**config.mk**
```make
export PLATFORM = sky130hd
export DESIGN_NAME = serial_subtractor_borrowing
export DESIGN_NICKNAME = d
export VERILOG_FILES = /design/src/rtl/serial_subtractor_borrowing.sv
export SDC_FILE = /design/constraint.sdc
export NUM_CORES = 1
export LEC_CHECK = 0
export CAP_MARGIN = 20
export CORE_ASPECT_RATIO = 0.7
export CORE_MARGIN = 3
export CORE_UTILIZATION = 30
export CTS_BUF_LIST = sky130_fd_sc_hd__clkbuf_8
export CTS_CLUSTER_DIAMETER = 60
export DETAILED_ROUTE_END_ITERATION = 10
export PLACE_DENSITY = 0.6
export SLEW_MARGIN = 30
export SYNTH_ARGS = -nofsm -noshare
export SYNTH_HDL_FRONTEND = slang
export SYNTH_SLANG_ARGS = --single-unit
```
**constraint.sdc**
```tcl
create_clock -name clk -period 3.78 [get_ports clk]
set_input_delay 0.945 -clock clk [delete_from_list [all_inputs] [get_ports clk]]
set_output_delay 0.945 -clock clk [all_outputs]
set_load 0.05 [all_outputs]
```
**src/rtl/serial_subtractor_borrowing.sv**
```systemverilog
`default_nettype none
// ============================================================================
// serial_subtractor_borrowing
// Bit-serial {borrow_out, diff} = a - b - b_in, LSB first, one bit per cycle.
// Option macro: SERIAL_SUBTRACTOR_B2B_EN (accept next operands while emitting)
// Revision: 1.0
// ============================================================================
module serial_subtractor_borrowing #(
  parameter int INPUT_SIZE = 8
) (
  input  logic                  clk,
  input  logic                  rst_n,
  input  logic                  in_valid,
  output logic                  in_ready,
  input  logic [INPUT_SIZE-1:0] a,
  input  logic [INPUT_SIZE-1:0] b,
  input  logic                  b_in,
  output logic                  out_valid,
  input  logic                  out_ready,
  output logic [INPUT_SIZE-1:0] diff,
  output logic                  borrow_out
);

  // One extra counter bit keeps the N=1 build from collapsing to zero width.
  localparam int              CW       = $clog2(INPUT_SIZE) + 1;
  localparam logic [CW-1:0]   LAST_BIT = CW'(INPUT_SIZE - 1);

  typedef enum logic [1:0] {
    IDLE = 2'd0,
    BUSY = 2'd1,
    DONE = 2'd2
  } state_t;

  state_t                  state_q, state_d;
  logic [INPUT_SIZE-1:0]   a_q, a_d;
  logic [INPUT_SIZE-1:0]   b_q, b_d;
  logic [INPUT_SIZE-1:0]   diff_q, diff_d;
  logic                    br_q, br_d;
  logic                    bout_q, bout_d;
  logic [CW-1:0]           cnt_q, cnt_d;

  logic                    w_load;
  logic                    w_bit;
  logic                    w_borrow;
  logic [INPUT_SIZE-1:0]   w_diff_shift;

  assign w_bit    = a_q[0] ^ b_q[0] ^ br_q;
  assign w_borrow = (~a_q[0] & b_q[0]) | (~(a_q[0] ^ b_q[0]) & br_q);

  generate
    if (INPUT_SIZE == 1) begin : g_diff_one
      assign w_diff_shift = w_bit;
    end else begin : g_diff_wide
      assign w_diff_shift = {w_bit, diff_q[INPUT_SIZE-1:1]};
    end
  endgenerate

  always_comb begin
    state_d   = state_q;
    a_d       = a_q;
    b_d       = b_q;
    diff_d    = diff_q;
    br_d      = br_q;
    bout_d    = bout_q;
    cnt_d     = cnt_q;
    in_ready  = 1'b0;
    w_load    = 1'b0;

    case (state_q)
      IDLE: begin
        in_ready = 1'b1;
        w_load   = in_valid;
      end
      BUSY: begin
        a_d    = a_q >> 1;
        b_d    = b_q >> 1;
        diff_d = w_diff_shift;
        br_d   = w_borrow;
        cnt_d  = cnt_q + 1'b1;
        if (cnt_q == LAST_BIT) begin
          state_d = DONE;
          bout_d  = w_borrow;
        end
      end
      DONE: begin
`ifdef SERIAL_SUBTRACTOR_B2B_EN
        in_ready = out_ready;
        if (out_ready) begin
          state_d = IDLE;
          w_load  = in_valid;
        end
`else
        if (out_ready) begin
          state_d = IDLE;
        end
`endif
      end
      default: state_d = IDLE;
    endcase

    // diff/borrow_out are left alone on load so a finished result stays visible.
    if (w_load) begin
      a_d     = a;
      b_d     = b;
      br_d    = b_in;
      cnt_d   = '0;
      state_d = BUSY;
    end
  end

  always_ff @(posedge clk) begin
    if (!rst_n) begin
      state_q <= IDLE;
      a_q     <= '0;
      b_q     <= '0;
      diff_q  <= '0;
      br_q    <= 1'b0;
      bout_q  <= 1'b0;
      cnt_q   <= '0;
    end else begin
      state_q <= state_d;
      a_q     <= a_d;
      b_q     <= b_d;
      diff_q  <= diff_d;
      br_q    <= br_d;
      bout_q  <= bout_d;
      cnt_q   <= cnt_d;
    end
  end

  assign out_valid  = (state_q == DONE);
  assign diff       = diff_q;
  assign borrow_out = bout_q;

endmodule
`default_nettype wire

```
; Word level (Yosys, flattened, before mapping)
; Index checks and enable logic that the tools add are counted.
[totals]
ff_bits = 32
inputBits = 21
output_inout_bits = 11
elab_cells = 44
[classes]
add_sub_neg = 1
n_eq_ne = 8
muxes = 12
bitwise_logic = 9
reduce_logical = 6
[ops]
columns = op, n
row1 = $mux 8, 4
row2 = $pmux 2 s3, 1
row3 = $reduce_and 3->1, 2
row4 = $mux 1, 5
row5 = $add 4x1->4 const B, 1
row6 = $eq 4x3->1 const B, 1
row7 = $mux 2, 2
row8 = $ne 2x2->1 const B, 2
row9 = $not 1->1, 4
row10 = $ne 3x1->1 const B, 1
row11 = $ne 3x3->1 const B, 1
row12 = $and 1x1->1, 2
row13 = $eq 2x1->1 const B, 1
row14 = $eq 2x2->1 const B, 1
row15 = $logic_not 2->1, 1
row16 = $ne 2x1->1 const B, 1
row17 = $reduce_and 2->1, 1
row18 = $reduce_bool 2->1, 1
row19 = $reduce_or 2->1, 1
row20 = $xor 1x1->1, 2
row21 = $or 1x1->1, 1

; Depth between registers and ports, before layout
; Gate-level depths: netlist (run 1).
[logic_depth]
ltp_word = 6
ltp_mapped = 6
ltp_nobuf = 4

; Worst setup path after synthesis (run 1)
; No wires, ideal clock.
[synth_path]
path_kind = register to output
from = reg state_q[1]
to = out out_valid
t_arrival_ns = 1.142
slack_ns = 1.693
stages_incl_launch_ff = 4
n_path_buf = 1
cell_sequence = dfxtp_1 buf_6 inv_1 nor2_1
[synth_via]
elab_chain_len = 1
[synth_lines]
columns = item, line
row1 = from (decl), 34  ; state_t state_q, state_d;
row2 = from (signal assigned), 121  ; state_q <= state_d;
row3 = $eq 2x2->1, 131  ; assign out_valid = (state_q == DONE);
row4 = to (decl), 18  ; output logic out_valid,
; Every way passes these cells.

; Final worst setup path (run 1)
; Ends and elaborated chain as after synthesis.

==> out/results.ini, run 1 <==
[sta]
setup_viol = 0
slew_headroom_pct = 40.7
tns_ps = 0
max_freq_ghz = 0.355
hold_violations = 0
rsz0062_at_grt = no
finalCritPeriodShare_pct = 74.4
fin_crit_ps = 2810
fin_worst_skew_ps = 3.87
tightest_slew_ps = 885
slew_violations = 0

[cells_and_area]
areaGrowthSynthToFinish_pct = 28.3
instances_no_fill = 249
fill_cells = 448
diodes = 0
drive_gt1_share_pct = 7.22
fin_nets = 217

[drt]
wl_mm = 3.06
drt_iter0_drc = 95
first_pass_iters = 4
wl_per_cell_um = 12.3
antenna_left = 0
vias = 1189
drcViolationCount = 0
viasPerCell = 4.78

[logic_synthesis]
synth.distinct_cells = 32
synth_nets = 191
synth-seq-area-share_pct = 46.2
syn_area_um2 = 1390
synth_area_per_cell_um2 = 8.25
yosysWarnings = 0
synthCells = 168
ys_ff_latch = 32

[placed_design]
hpwl_mm = 2.04
dp_cells = 242
port_buffers = 31
globalplace.congestion = 0.750

[power_and_ir_drop]
clockPowerShare_pct = 37.3
power_frac_comb_pct = 13.5
p_total_uw = 750
power_density_nw_per_um2 = 422
internal_power_uw = 564
peakVddDrop_mv = 0.176
power.share.sequential_pct = 49.2
p_leak_uw = 0.000617
p_sw_uw = 186
p_sw_share_pct = 24.8

[clock_tree]
post_cts_buffers = 0
holdBufCountCts = 0
cts-resized-gates = 0
clk_pin_slew_ps = 60
cts.sinks = 32
cts_max_level = 2
clk_latency_ps = 270
cts_buffer_depth = 2
cts-root-buf = clkbuf_8
cts_tree = done
cts_buffers = 5

[global_routing]
grt_pass1_vias = 1133
grt_usage_pct = 12.5
grt_max_degree = 29
antenna_found_initial = 0
grt_overflow_total = 0
grt_pass1_wl_mm = 5.38

[die]
die_area_um2 = 5490
die_y_um = 62.9
io_pins = 32
core_um2 = 4400
start_util_pct = 31.5
rows = 20
die_width_um = 87.3

[worst_setup_path]
critPathKind = reg2out
cp.required_ps = 2830
arrival_ps = 1870
crit_path_end_kind = output port
crit_path_start_kind = flip-flop
crit_fanout = 10

[hold_path]
hold_class = reg2reg

[outcome]
outcome = finished clean

[job]
drv_cap = 0

-- cells in the final DEF, fill, tap and decap left out, types with 2 or more instances in the layout --
| master | count |
|---|---|
| a21oi_1 | 38 |
| clkbuf_8 | 7 |
| clkdlybuf4s50_1 | 31 |
| dfxtp_1 | 32 |
| inv_1 | 5 |
| nand2_1 | 33 |
| nand3_1 | 3 |
| nand3b_1 | 2 |
| nor2_1 | 5 |
| nor3_1 | 2 |
| o21ai_0 | 8 |
| o21ai_1 | 7 |
| o221ai_1 | 2 |
| o22ai_1 | 2 |
-- critical path: stages, from the launching register on --
cell and delay, ps:
dfxtp_1 500, inv_1 170, nor2_1 110, clkdlybuf4s50_1 800
-- through the flow --
stage	setup WS (ps)	cell area, um^2	hold slack [ps]	util [%]
2_1_floorplan	1690	1390	430	-
3_3_place_gp	1160	1680	442	38.2
3_5_place_dp	1120	1680	448	38.2
4_1_cts	949	1780	455	40.4
5_1_grt	857	1780	473	40.4
6_report	966	1780	447	40.4
-- cell type report --
type	instances	area, um^2	share of cell area [%]
Inverter	5	18.8	1.05
Timing Repair Buffer	32	318	17.9
Sequential cell	32	641	36.0
Clock buffer	7	96.3	5.41
Tap cell	55	68.8	3.87
Multi-Input combinational cell	118	637	35.8
-- flip-flops by register name (all words and copies together) (netlist names) --
signal      flops
a_q             8
b_q             8
borrow_out      1
br_q            1
cnt_q           4
diff            8
state_q         2
-- metal layers --
metal  global-route usage, %  wire, um
met3                    4.74       126
met2                    16.6      1200
met5                       0         0
met4                    2.87        10
met1                    18.6      1730
-- kinds of logic after synthesis --
kind of cell             share of synthesized area (%)
AND/OR/NAND/NOR                                   18.3
XOR/XNOR                                          1.26
flip-flops                                        46.2
buffers and inverters                             7.85
multiplexers                                     0.722
AO/OA/AOI/OAI                                     23.3
adder cells (fa/ha/maj)                           2.35
-- final timing paths --
check,start,slack [ps],cells past startpoint,end
max reg2reg,state_q[0],2140,4,borrow_out
min,b_q[5],450,2,b_q[4]
max,state_q[1],970,3,out_valid
min reg2reg,b_q[5],450,2,b_q[4]
-- power groups by stage --
| stage | sequential [uW] | clock, uW | combinational, uW |
|---|---|---|---|
| after floorplan | 377 | 0 | 65.8 |
| after global placement | 376 | 0 | 102 |
| after detailed placement | 377 | 0 | 102 |
| after CTS | 369 | 289 | 102 |
| after global routing | 371 | 304 | 114 |
| final | 369 | 280 | 101 |
-- synthesized netlist by cell type --
library cell	instances	area share, %
nand2b_4	1	0.99
mux2i_1	1	0.72
inv_1	5	1.4
nand2_1	33	8.9
nand3b_1	2	1.1
a21oi_1	38	14
o21a_1	1	0.54
o21ai_0	8	2.9
nor2_1	5	1.4
o21ai_1	7	2.5
o221a_2	1	0.81
fa_1	1	1.4
buf_4	1	0.54
buf_2	6	2.2
dfxtp_1	32	46
nor3_1	2	0.72
o221ai_1	2	1.3
ha_1	1	0.90
or3_1	1	0.45
nand2_2	1	0.45
nor3b_2	1	0.90
a221oi_1	1	0.63
buf_6	4	3.2
or3b_4	1	0.81
xnor2_1	1	0.63
nor2b_1	1	0.45
clkbuf_1	2	0.54
o22ai_1	2	0.90
or3b_2	1	0.63
nand2b_1	1	0.45
xor2_1	1	0.63
nand3_1	3	1.1
Note: power is estimated with default switching activity, not from simulation.
==> run 2, diff against run 1 <==
Clock period 3.78 ns to 2.8 ns, I/O delays scaled along.
==> out/results.ini, run 2 (synthesis gave the netlist of run 1 again) <==
[global_routing]
antenna_found_initial = 0  ; unchanged
grt_usage_pct = 11.7  ; -0.78 points
grt_pass1_vias = 1121  ; -1.1%
grt_max_degree = 29  ; unchanged
grt_overflow_total = 0  ; unchanged
grt_pass1_wl_mm = 5.09  ; -5.3%

[clock_tree]
cts_max_level = 2  ; unchanged
post_cts_buffers = 0  ; unchanged
cts.sinks = 32  ; unchanged
cts-root-buf = clkbuf_8
holdBufCountCts = 0  ; unchanged
cts_tree = done
cts_buffer_depth = 2  ; unchanged
clk_latency_ps = 270  ; about the same
cts-resized-gates = 0  ; unchanged
cts_buffers = 5  ; unchanged
clk_pin_slew_ps = 70  ; about the same

[sta]
slew_headroom_pct = 67.0  ; +26 points
finalCritPeriodShare_pct = 91.1
hold_violations = 0  ; unchanged
max_freq_ghz = 0.392
fin_worst_skew_ps = 2.96  ; -0.913 ps
rsz0062_at_grt = no
layout_setup_ws_ps = 250  ; -716 ps
fin_hold_ws_ps = 453  ; +5.40 ps
tightest_slew_ps = 493  ; -392 ps
slew_violations = 0  ; unchanged
setup_viol = 0  ; unchanged
fin_crit_ps = 2550
tns_ps = 0  ; unchanged

[worst_setup_path]
cp.required_ps = 2100  ; -730 ps
crit_path_end_kind = output port
r2r_end = borrow_out
crit_path_start_kind = flip-flop
r2r-start = state_q[0]
crit_fanout = 10  ; unchanged
critPathKind = reg2out
crit_path_end = out_valid
ff2ff_path_depth = 4  ; unchanged
r2r_slack_ps = 1280  ; -860 ps
arrival_ps = 1850  ; -20 ps
crit_start = state_q[1]

[placed_design]
hpwl_mm = 2.15  ; +5.2%
dp_worst_setup_slack_ps = 548  ; -571 ps
globalplace.congestion = 0.833  ; +11%
port_buffers = 31  ; unchanged

[drt]
viasPerCell = 4.71  ; -1.4%
drcViolationCount = 0  ; unchanged
met1_length_mm = 1.54  ; -11%
dr_wl_met3_um = 228  ; +81%
wl_per_cell_um = 12.2  ; -0.61%
antenna_left = 0  ; unchanged
first_pass_iters = 4  ; unchanged
vias = 1186  ; -0.25%
dr_wl_met2_mm = 1.31  ; +9.2%
drt_iter0_drc = 55  ; -42%
maxUsedRoutingLayer = met3
wl_mm = 3.08  ; +0.59%

[cells_and_area]
mostFrequentLayoutCells = a21oi_1, nand2_1, dfxtp_1
layout_commonest_cell = a21oi_1
fill_cells = 455  ; +1.6%
drive_gt1_share_pct = 8.12  ; +0.91 points
final_util_pct = 41.0  ; +0.60 points
areaGrowthSynthToFinish_pct = 30.2
fin_nets = 219  ; +0.92%
seq_area_um2 = 641  ; unchanged
multi_input_area_um2 = 637  ; unchanged
diodes = 0  ; unchanged

[die]
core_um2 = 4400  ; unchanged
die_y_um = 62.9  ; unchanged
rows = 20  ; unchanged
die_area_um2 = 5490  ; unchanged
die_width_um = 87.3  ; unchanged
start_util_pct = 31.5  ; unchanged
io_pins = 32  ; unchanged

[power_and_ir_drop]
peakVddDrop_mv = 0.232  ; +32%
power_density_nw_per_um2 = 587  ; +39%
p_total_uw = 1060  ; +41%
p_leak_uw = 0.000636  ; +3.0%

[outcome]
outcome = finished clean

[hold_path]
worstHoldStart = a_q[3]
hold_class = reg2reg

[job]
drv_cap = 0  ; unchanged

## run 2: area by class of cell
type / instances / share of cell area (%)
multi-input combinational: 118 / 35.3
timing repair buffer: 34 / 18.4
clock buffer: 5 / 3.81
sequential: 32 / 35.5
tap: 55 / 3.81
clock inverter: 3 / 2.15
inverter: 5 / 1.04
## run 2: worst min-delay path by stage
stage,to,cells after the start
after global routing,b_q[3],2
final,a_q[2],2
after detailed placement,b_q[4],2
after CTS,b_q[5],2
after global placement,a_q[6],2
after floorplan,a_q[1],2
## run 2: stage by stage
stage	instance area (um^2)	instances
finish	1810	252
CTS	1810	252
global route	1810	252
detailed placement	1700	244
floorplan	1390	168
global placement	1700	244
## run 2: power by group
part,switching (uW),internal (uW),leakage (uW)
Sequential,17.9,481,0.000262
Combinational,73.4,64.2,0.000314
Clock,164,260,0.0000593
## run 2: per-layer routing
layer	up-vias	track usage, %
li1	627	-
met1	522	16.8
met2	37	16.7
met3	0	4.22
met4	0	2.30
met5	-	0
## run 2: critical path, cell delays in order (launching register included)
cell             delay (ps)
dfxtp_1                 500
inv_1                   160
nor2_1                  110
clkdlybuf4s50_1         800
